**src/rtl/fu_dispatch_arbiter_pkg.sv**
```systemverilog
// Shared issue-stage types: functional-unit encoding used on the scheduler request bus.
// Pure declarations, no logic.
package gpu_issue_pkg;

  typedef enum logic [1:0] {
    UNIT_ALU = 2'd0,
    UNIT_SFU = 2'd1,
    UNIT_LSU = 2'd2,
    UNIT_BRU = 2'd3
  } fu_unit_t;

  localparam int NUM_UNITS = 4;

endpackage

```
**src/rtl/fu_dispatch_arbiter_if.sv**
```systemverilog
// Scheduler-to-dispatch bundle: issue requests with combinational acks, registered
// per-unit dispatch, plus LSU credit return and status flags.
interface fu_dispatch_arbiter_if #(
  parameter int NS          = 2,
  parameter int W           = 32,
  parameter int LSU_CREDITS = 4
);
  import gpu_issue_pkg::*;

  localparam int WIDX = (W <= 1) ? 1 : $clog2(W);
  localparam int SIDX = (NS <= 1) ? 1 : $clog2(NS);
  localparam int CW   = $clog2(LSU_CREDITS + 1);

  logic [NS-1:0]             req_valid;
  logic [NS*WIDX-1:0]        req_warp_id;
  logic [NS*2-1:0]           req_unit;
  logic [NS-1:0]             req_ack;
  logic [NUM_UNITS-1:0]      disp_valid;
  logic [NUM_UNITS*WIDX-1:0] disp_warp_id;
  logic [NUM_UNITS*SIDX-1:0] disp_src;
  logic                      lsu_credit_return;
  logic [CW-1:0]             lsu_credits;
  logic                      sfu_busy;
  logic                      credit_overflow;

  modport master (
    output req_valid, req_warp_id, req_unit, lsu_credit_return,
    input  req_ack, disp_valid, disp_warp_id, disp_src, lsu_credits, sfu_busy, credit_overflow
  );

  modport slave (
    input  req_valid, req_warp_id, req_unit, lsu_credit_return,
    output req_ack, disp_valid, disp_warp_id, disp_src, lsu_credits, sfu_busy, credit_overflow
  );

endinterface

```
**src/rtl/fu_dispatch_arbiter_rr_arbiter.sv**
```systemverilog
// Combinational round-robin picker: first set request at or above ptr, wrapping at N.
// Zero latency; en low suppresses every grant.
module rr_arbiter #(
  parameter int N  = 2,
  parameter int PW = (N <= 1) ? 1 : $clog2(N)
) (
  input  logic [N-1:0]  req,
  input  logic [PW-1:0] ptr,
  input  logic          en,
  output logic [N-1:0]  grant,
  output logic [PW-1:0] winner
);

  always_comb begin : pick
    logic          found;
    logic [PW-1:0] idx;
    grant  = '0;
    winner = '0;
    found  = 1'b0;
    idx    = '0;
    for (int i = 0; i < N; i++) begin
      idx = PW'((int'(ptr) + i) % N);
      if (en && !found && req[idx]) begin
        found      = 1'b1;
        grant[idx] = 1'b1;
        winner     = idx;
      end
    end
  end

endmodule

```
**src/rtl/fu_dispatch_arbiter.sv**
```systemverilog
// Per-unit round-robin issue arbiter for ALU/SFU/LSU/BRU; acks same cycle, dispatch one cycle later.
// Back-pressure only via SFU initiation interval and LSU credits; held requests wait for ack.
module fu_dispatch_arbiter
  import gpu_issue_pkg::*;
#(
  parameter int NS          = 2,
  parameter int W           = 32,
  parameter int SFU_II      = 4,
  parameter int LSU_CREDITS = 4
) (
  input logic                  clk,
  input logic                  rst_n,
  fu_dispatch_arbiter_if.slave bus
);

  localparam int WIDX = (W <= 1) ? 1 : $clog2(W);
  localparam int SIDX = (NS <= 1) ? 1 : $clog2(NS);
  localparam int CW   = $clog2(LSU_CREDITS + 1);
  localparam int SCW  = (SFU_II <= 1) ? 1 : $clog2(SFU_II);

  logic [NUM_UNITS-1:0]      unit_avail;
  logic [NUM_UNITS-1:0]      unit_grant;
  logic [NS-1:0]             cand   [NUM_UNITS];
  logic [NS-1:0]             grant  [NUM_UNITS];
  logic [SIDX-1:0]           winner [NUM_UNITS];
  logic [NS-1:0]             ack;

  logic [SIDX-1:0]           rr_ptr_q [NUM_UNITS];
  logic [SIDX-1:0]           rr_ptr_d [NUM_UNITS];
  logic [SCW-1:0]            sfu_cnt_q, sfu_cnt_d;
  logic [CW-1:0]             credits_q, credits_d;
  logic                      ovf_q, ovf_d;
  logic [NUM_UNITS-1:0]      disp_valid_q, disp_valid_d;
  logic [NUM_UNITS*WIDX-1:0] disp_warp_q, disp_warp_d;
  logic [NUM_UNITS*SIDX-1:0] disp_src_q, disp_src_d;
  logic                      credits_full;

  assign credits_full = (credits_q == CW'(LSU_CREDITS));

  // Availability looks only at registered state, so a same-cycle credit return cannot unblock LSU.
  always_comb begin
    unit_avail           = '1;
    unit_avail[UNIT_SFU] = (sfu_cnt_q == '0);
    unit_avail[UNIT_LSU] = (credits_q != '0);
  end

  always_comb begin
    fu_unit_t s_unit;
    s_unit = UNIT_ALU;
    for (int u = 0; u < NUM_UNITS; u++) begin
      cand[u] = '0;
      for (int s = 0; s < NS; s++) begin
        s_unit     = fu_unit_t'(bus.req_unit[s*2 +: 2]);
        cand[u][s] = bus.req_valid[s] && (s_unit == fu_unit_t'(u));
      end
    end
  end

  for (genvar gu = 0; gu < NUM_UNITS; gu++) begin : g_arb
    rr_arbiter #(.N(NS), .PW(SIDX)) u_rr (
      .req    (cand[gu]),
      .ptr    (rr_ptr_q[gu]),
      .en     (unit_avail[gu] & rst_n),
      .grant  (grant[gu]),
      .winner (winner[gu])
    );
  end

  always_comb begin
    ack        = '0;
    unit_grant = '0;
    for (int u = 0; u < NUM_UNITS; u++) begin
      ack           = ack | grant[u];
      unit_grant[u] = |grant[u];
    end
  end

  always_comb begin
    rr_ptr_d     = rr_ptr_q;
    disp_valid_d = unit_grant;
    disp_warp_d  = disp_warp_q;
    disp_src_d   = disp_src_q;
    sfu_cnt_d    = sfu_cnt_q;
    credits_d    = credits_q;
    ovf_d        = ovf_q;

    for (int u = 0; u < NUM_UNITS; u++) begin
      if (unit_grant[u]) begin
        rr_ptr_d[u] = (winner[u] == SIDX'(NS - 1)) ? '0 : winner[u] + 1'b1;
        disp_warp_d[u*WIDX +: WIDX] = bus.req_warp_id[int'(winner[u])*WIDX +: WIDX];
        disp_src_d[u*SIDX +: SIDX]  = winner[u];
      end
    end

    if (unit_grant[UNIT_SFU]) begin
      sfu_cnt_d = SCW'(SFU_II - 1);
    end else if (sfu_cnt_q != '0) begin
      sfu_cnt_d = sfu_cnt_q - 1'b1;
    end

    case ({unit_grant[UNIT_LSU], bus.lsu_credit_return})
      2'b10: credits_d = credits_q - 1'b1;
      2'b01: begin
        if (credits_full) ovf_d = 1'b1;
        else              credits_d = credits_q + 1'b1;
      end
      default: ;
    endcase
  end

  always_ff @(posedge clk or negedge rst_n) begin
    if (!rst_n) begin
      for (int u = 0; u < NUM_UNITS; u++) rr_ptr_q[u] <= '0;
      sfu_cnt_q    <= '0;
      credits_q    <= CW'(LSU_CREDITS);
      ovf_q        <= 1'b0;
      disp_valid_q <= '0;
      disp_warp_q  <= '0;
      disp_src_q   <= '0;
    end else begin
      rr_ptr_q     <= rr_ptr_d;
      sfu_cnt_q    <= sfu_cnt_d;
      credits_q    <= credits_d;
      ovf_q        <= ovf_d;
      disp_valid_q <= disp_valid_d;
      disp_warp_q  <= disp_warp_d;
      disp_src_q   <= disp_src_d;
    end
  end

  assign bus.req_ack         = ack;
  assign bus.disp_valid      = disp_valid_q;
  assign bus.disp_warp_id    = disp_warp_q;
  assign bus.disp_src        = disp_src_q;
  assign bus.lsu_credits     = credits_q;
  assign bus.sfu_busy        = (sfu_cnt_q != '0);
  assign bus.credit_overflow = ovf_q;

endmodule

```
**src/flat_wrapper.sv**
```systemverilog
// flat-port wrapper written by rule: the top's interface ports become plain ports
module fu_dispatch_arbiter_flat import gpu_issue_pkg::*;
#(
  parameter int NS          = 2,
  parameter int W           = 32,
  parameter int SFU_II      = 4,
  parameter int LSU_CREDITS = 4
)
  (clk, rst_n, bus_req_valid, bus_req_warp_id, bus_req_unit, bus_lsu_credit_return, bus_req_ack, bus_disp_valid, bus_disp_warp_id, bus_disp_src, bus_lsu_credits, bus_sfu_busy, bus_credit_overflow);
  fu_dispatch_arbiter_if #(.NS(NS), .W(W), .LSU_CREDITS(LSU_CREDITS)) bus_i ();
  input logic clk;
  input logic rst_n;
  input wire logic [$bits(bus_i.req_valid)-1:0] bus_req_valid;
  input wire logic [$bits(bus_i.req_warp_id)-1:0] bus_req_warp_id;
  input wire logic [$bits(bus_i.req_unit)-1:0] bus_req_unit;
  input wire logic [$bits(bus_i.lsu_credit_return)-1:0] bus_lsu_credit_return;
  output wire logic [$bits(bus_i.req_ack)-1:0] bus_req_ack;
  output wire logic [$bits(bus_i.disp_valid)-1:0] bus_disp_valid;
  output wire logic [$bits(bus_i.disp_warp_id)-1:0] bus_disp_warp_id;
  output wire logic [$bits(bus_i.disp_src)-1:0] bus_disp_src;
  output wire logic [$bits(bus_i.lsu_credits)-1:0] bus_lsu_credits;
  output wire logic [$bits(bus_i.sfu_busy)-1:0] bus_sfu_busy;
  output wire logic [$bits(bus_i.credit_overflow)-1:0] bus_credit_overflow;
  assign bus_i.req_valid = bus_req_valid;
  assign bus_i.req_warp_id = bus_req_warp_id;
  assign bus_i.req_unit = bus_req_unit;
  assign bus_i.lsu_credit_return = bus_lsu_credit_return;
  assign bus_req_ack = bus_i.req_ack;
  assign bus_disp_valid = bus_i.disp_valid;
  assign bus_disp_warp_id = bus_i.disp_warp_id;
  assign bus_disp_src = bus_i.disp_src;
  assign bus_lsu_credits = bus_i.lsu_credits;
  assign bus_sfu_busy = bus_i.sfu_busy;
  assign bus_credit_overflow = bus_i.credit_overflow;
  fu_dispatch_arbiter #(.NS(NS), .W(W), .SFU_II(SFU_II), .LSU_CREDITS(LSU_CREDITS)) u_core (.clk(clk), .rst_n(rst_n), .bus(bus_i));
endmodule
```
**config.mk**
```make
export PLATFORM = sky130hd
export DESIGN_NAME = fu_dispatch_arbiter_flat
export DESIGN_NICKNAME = d
export VERILOG_FILES = /design/src/rtl/fu_dispatch_arbiter_pkg.sv /design/src/rtl/fu_dispatch_arbiter_if.sv /design/src/rtl/fu_dispatch_arbiter_rr_arbiter.sv /design/src/rtl/fu_dispatch_arbiter.sv /design/src/flat_wrapper.sv
export SDC_FILE = /design/constraint.sdc
export NUM_CORES = 1
export LEC_CHECK = 0
export ABC_AREA = 1
export CORE_ASPECT_RATIO = 1.5
export CORE_UTILIZATION = 50
export CTS_BUF_LIST = sky130_fd_sc_hd__clkbuf_2 sky130_fd_sc_hd__clkbuf_4 sky130_fd_sc_hd__clkbuf_8
export DETAILED_ROUTE_END_ITERATION = 16
export GPL_ROUTABILITY_DRIVEN = 1
export PLACE_DENSITY = 0.81
export SLEW_MARGIN = 20
export SYNTH_ARGS = -nofsm -noshare
export SYNTH_HDL_FRONTEND = slang
export SYNTH_HIERARCHICAL = 1
export SYNTH_SLANG_ARGS = --single-unit
```
**constraint.sdc**
```tcl
create_clock -name clk -period 4.12 [get_ports clk]
set_clock_uncertainty 0.15 [all_clocks]
set_input_delay 1.236 -clock clk [delete_from_list [all_inputs] [get_ports clk]]
set_output_delay 1.236 -clock clk [all_outputs]
set_load 0.1 [all_outputs]
```
=== Word level (Yosys, flattened, before mapping) ===
Cells that the tools add are included.

* Bits in registers: 38
* Input port bits: 19
* Word-level logic and storage cells: 175

* Add/sub/neg operators: 11
* $mul: 4
* $lt $le $gt $ge: 16
* Equal/unequal tests: 10
* Shifts and indexed selects: 4
* Multiplexer cells: 60
* Bitwise operators: 9
* Reductions and logical operators: 45

{| class="wikitable"
|+ Operator list
! operator !! number
|-
| indexed part select 10 x 32 -> 5 bit || 4
|-
| two-way mux 1 bit || 40
|-
| logical AND 1 bit || 28
|-
| two-way mux 2 bit || 10
|-
| < comparator 1 x 2 -> 1 bit (second input constant) || 8
|-
| multiplier 1 x 3 -> 4 bit (second input constant) || 4
|-
| OR 2 bit || 7
|-
| equality test 2 bit (second input constant) || 5
|-
| adder 1 bit (second input constant) || 8
|-
| demux 1 bit (select 1 bit) || 8
|-
| >= comparator 1 bit (second input constant) || 8
|-
| OR reduction 2 bit || 4
|-
| equality test 2 x 1 -> 1 bit (second input constant) || 3
|-
| zero test 2 bit || 3
|-
| case mux 3 bit (2 select lines) || 1
|-
| nonzero test 2 bit || 3
|-
| zero test 1 bit || 4
|-
| AND reduction 2 bit || 2
|-
| adder 3 x 1 -> 3 bit (second input constant) || 1
|-
| equality test 3 bit (second input constant) || 1
|-
| two-way mux 3 bit || 1
|-
| nonzero test 3 bit || 1
|-
| subtractor 3 x 1 -> 3 bit (second input constant) || 1
|-
| bitwise AND 1 bit || 2
|-
| 2 further kinds || 2
|}

=== Longest topological paths before layout ===
* Word-level depth: 14
* Depth in mapped cells: 14

=== Hierarchy ===
Netlist, hierarchy kept.

{| class="wikitable"
|+ Modules (own cells, without submodules)
! module !! instances !! cells an instance !! area each (µm²) !! sequential area each (µm²)
|-
| fu_dispatch_arbiter || 1 || 199 || 1833.0 || 952.2
|-
| rr_arbiter || 4 || 6 || 26.3 || 0.0
|}

=== Worst setup path before layout ===
OpenSTA, ideal clock, no wires.

* Path kind: input to output
* From: in bus_req_unit[1]
* To: out bus_req_ack[0]
* Data arrival time: 2.573 ns
* Required time: 2.734 ns
* Setup slack: 0.161 ns
* Cell stages on the path: 6
* Buffers on the path: 0
* Path through: inv_1 > nor3_1 > nand2_1 > a21oi_1 > nor2_1 > nand2_1

{| class="wikitable"
|+ RTL lines
! what !! line !! RTL
|-
| start, declared || flat_wrapper.sv:15 || <nowiki>input wire logic [$bits(bus_i.req_unit)-1:0] bus_req_unit;</nowiki>
|-
| end, declared || flat_wrapper.sv:17 || <nowiki>output wire logic [$bits(bus_i.req_ack)-1:0] bus_req_ack;</nowiki>
|}

==> reports/qor.yml <==
use_met2_pct: 44.2
die_y_um: 78.3
power_density_nw_per_um2: 788
start_util_pct: 52.6
drt_first_pass_iters: 4
cp-startpoint: "bus_req_valid[0]"
yosys.area_share.simple_pct: 21.8
hold_viol: 0
multi_input_area_um2: 882
totalWireLength_um: 4740
yosysWarnings: 6
core_um2: 3680
fp.dieW_um: 52.8
core.rowCount: 27
leakage_nw: 1.32
tightest_slew_ns: 0.976
p_clk_share_pct: 12.5
synthAdderAreaFrac_pct: 1.68
dp_hpwl_um: 3440
synth-compound-area-share_pct: 17.4
wire_per_inst_um: 14.1
synth-seq-area-share_pct: 49.1
ys_ff_latch: 38
regToRegSetupSlack_ns: 1.85
antenna_cells: 0
hold_start: "u_core/bus.credit_overflow"
drc: 0
nets: 314
finalMaxSlewViolations: 0
use_met3_pct: 6.40
power_mw: 2.16
synth_top_family_by_area: "simple AND/OR/NAND/NOR gates"
min-delay-path-class: "reg2reg"
critPathArrivalTime_ns: 2.65
crit_path_end_kind: "output pin"
grt_max_degree: 16
cts_hold_buffers: 0
max-clock-path-buffers: 2
cts_inserted_buffers: 5
synthesis.area_um2: 1940
p_int_uw: 934
start_kind: "input pin"
use_met1_pct: 27.3
grt.busiest_layer: "met2"
r2r_end: "u_core/bus.lsu_credits[2]"
regArea_um2: 952
fillerInstances: 276
clk_pin_slew_ns: 0.07
maxCapViolations: 0
min_to: "u_core/bus.credit_overflow"
synth_cells: 223
gp_congestion: 0.776
crit_required_ns: 2.73
h-tree-depth: 2
fmax_ghz: 0.248
holdPathStages: 1
synth_xor_area_share_pct: 0.839
timing.final.crit_share_pct: 97.9
layout-drive-gt1-share_pct: 26.2
cts_tree: "done"
yosysUniqueCellTypes: 28
p_seq_share_pct: 26.8
cts.sinks: 38
grt_pass1_wl_um: 7520
clk_latency_ns: 0.29
min_period_ns: 4.03
rr_worst_depth: 15
io_pins: 54
combPwrFrac_pct: 60.7
syn-mean-instance-area_um2: 8.69
track_usage_pct: 25.2
drtAntennaViolNets: 0
ctsRootBufferMaster: "clkbuf_8"
drt_iter0_drc: 38
vias_per_cell: 5.23
dieArea_um2: 4130
crit_type: "in2out"
finalInstanceArea_um2: 2740
ir_drop_mv: 0.861
areaGrowthSynthToFinish_pct: 41.3
r2r-start: "u_core/bus.lsu_credits[0]"
synth_fp_nets: 244
switchingPower_mw: 1.22
outcome: "finished clean"
synthMuxAreaShare_pct: 0
vias: 1763
max_slew_margin_pct: 34.7
dpl_cell_area_um2: 2550
antenna_found_initial: 0
grt_pass1_vias: 1753
swShare_pct: 56.7
port_buffers: 53
cp_max_fo: 4
finalSetupViolCount: 0
overflow: 0
-- sequential cells by signal, indices dropped and copies added (netlist names) --
name / cells
u_core/bus.disp_src: 4
u_core/bus.lsu_credits: 3
u_core/bus.disp_warp_id: 20
u_core/bus.credit_overflow: 1
u_core/rr_ptr_q: 4
u_core/sfu_cnt_q: 2
u_core/bus.disp_valid: 4
-- per-layer routing --
metal  wire length, um  vias up
met5                 0        -
met4                94        0
met3               222        8
met2              2640       45
met1              1780      856
li1                  -      854
-- worst max-delay path by stage --
stage / to / slack, ns / depth (start not counted)
2_1_floorplan: bus_req_ack[0] / 0.16 / 6
3_3_place_gp: bus_req_ack[1] / 0.03 / 8
3_5_place_dp: bus_req_ack[1] / -0.009 / 8
4_1_cts: bus_req_ack[1] / -0.009 / 8
5_1_grt: bus_req_ack[0] / -0.005 / 8
6_report: bus_req_ack[1] / 0.09 / 8
-- power groups by stage --
stage | combinational, mW | sequential [mW] | clock, mW
2_1_floorplan | 0.287 | 1.31 | 0
3_3_place_gp | 1.28 | 0.585 | 0
3_5_place_dp | 1.30 | 0.585 | 0
4_1_cts | 1.31 | 0.579 | 0.275
5_1_grt | 1.37 | 0.594 | 0.287
6_report | 1.31 | 0.579 | 0.269
-- cell usage in the layout (no fill, tap or decap), types with 5 or more instances in the layout --
cell type         n
nor3_2            5
nor2_1           12
o211ai_1         19
o21a_1           12
a21oi_1           8
clkbuf_8          6
clkdlybuf4s50_1  28
nand2_1          60
dfrtp_1          37
inv_2             7
inv_1            27
buf_4            33
-- critical path: stages --
cell and delay, ns:
clkdlybuf4s50_1 0.45, inv_1 0.13, nor3_4 0.18, buf_4 0.15, a21oi_2 0.06, nor2_1 0.13, nand2_1 0.11, buf_12 0.18
-- synth_stat cells --
| master | number | share of area [%] |
|---|---|---|
| nand2_4 | 3 | 1.7 |
| o21bai_1 | 1 | 0.39 |
| fa_1 | 1 | 1.0 |
| nor2_1 | 12 | 2.3 |
| nand2_2 | 2 | 0.65 |
| nand2_1 | 60 | 12 |
| o21ai_1 | 1 | 0.26 |
| buf_4 | 1 | 0.39 |
| nor2_2 | 2 | 0.65 |
| inv_2 | 6 | 1.2 |
| clkinv_1 | 1 | 0.19 |
| clkbuf_4 | 1 | 0.39 |
| buf_2 | 1 | 0.26 |
| o211ai_1 | 19 | 7.4 |
| o211ai_2 | 2 | 1.3 |
| ha_1 | 1 | 0.65 |
| a31oi_1 | 1 | 0.32 |
| nor2_4 | 3 | 1.7 |
| dfrtp_1 | 37 | 48 |
| o21a_1 | 12 | 4.6 |
| nor3_1 | 8 | 2.1 |
| inv_1 | 28 | 5.4 |
| dfstp_2 | 1 | 1.4 |
| xor2_2 | 1 | 0.84 |
| a21oi_1 | 12 | 3.1 |
| nand3_1 | 4 | 1.0 |
| buf_6 | 1 | 0.58 |
| buf_8 | 1 | 0.77 |
-- kinds of logic (layout without fill, tap and decap cells) --
| kind of cell | Yosys count | in the layout |
|---|---|---|
| fa+ha+maj | 2 | 2 |
| compound gates | 48 | 48 |
| buf+inv | 40 | 111 |
| xor+xnor | 1 | 1 |
| simple gates | 94 | 94 |
| flops | 38 | 38 |
-- through the flow --
stage                     hold slack (ns)  utilization (%)  std cells  setup WS, ns  TNS (ns)
after floorplan                     0.315                -        223         0.161         0
after global placement              0.315             69.3        328        0.0340         0
after detailed placement            0.323             69.3        328      -0.00905  -0.00905
after CTS                           0.338             72.3        336      -0.00877  -0.00877
after global routing                0.355             74.3        337      -0.00493  -0.00493
final                               0.334             74.3        337        0.0867         0
-- timing repair --
item / CTS / global route
gates cloned: 0 / 0
resized for setup: 3 / 17
hold endpoints to repair: 0 / 0
buffers inserted: 0 / 1
endpoints found under the setup margin: 2 / 2
pin swaps: 0 / 2
-- cell type report --
cell class	count	share of cell area, %
Tap cell	43	1.97
Sequential cell	38	34.8
Clock inverter	1	0.183
Inverter	35	4.80
Timing Repair Buffer	68	22.8
Multi-Input combinational cell	145	32.2
Clock buffer	7	3.29
Note: power is estimated with default switching activity, not from simulation.
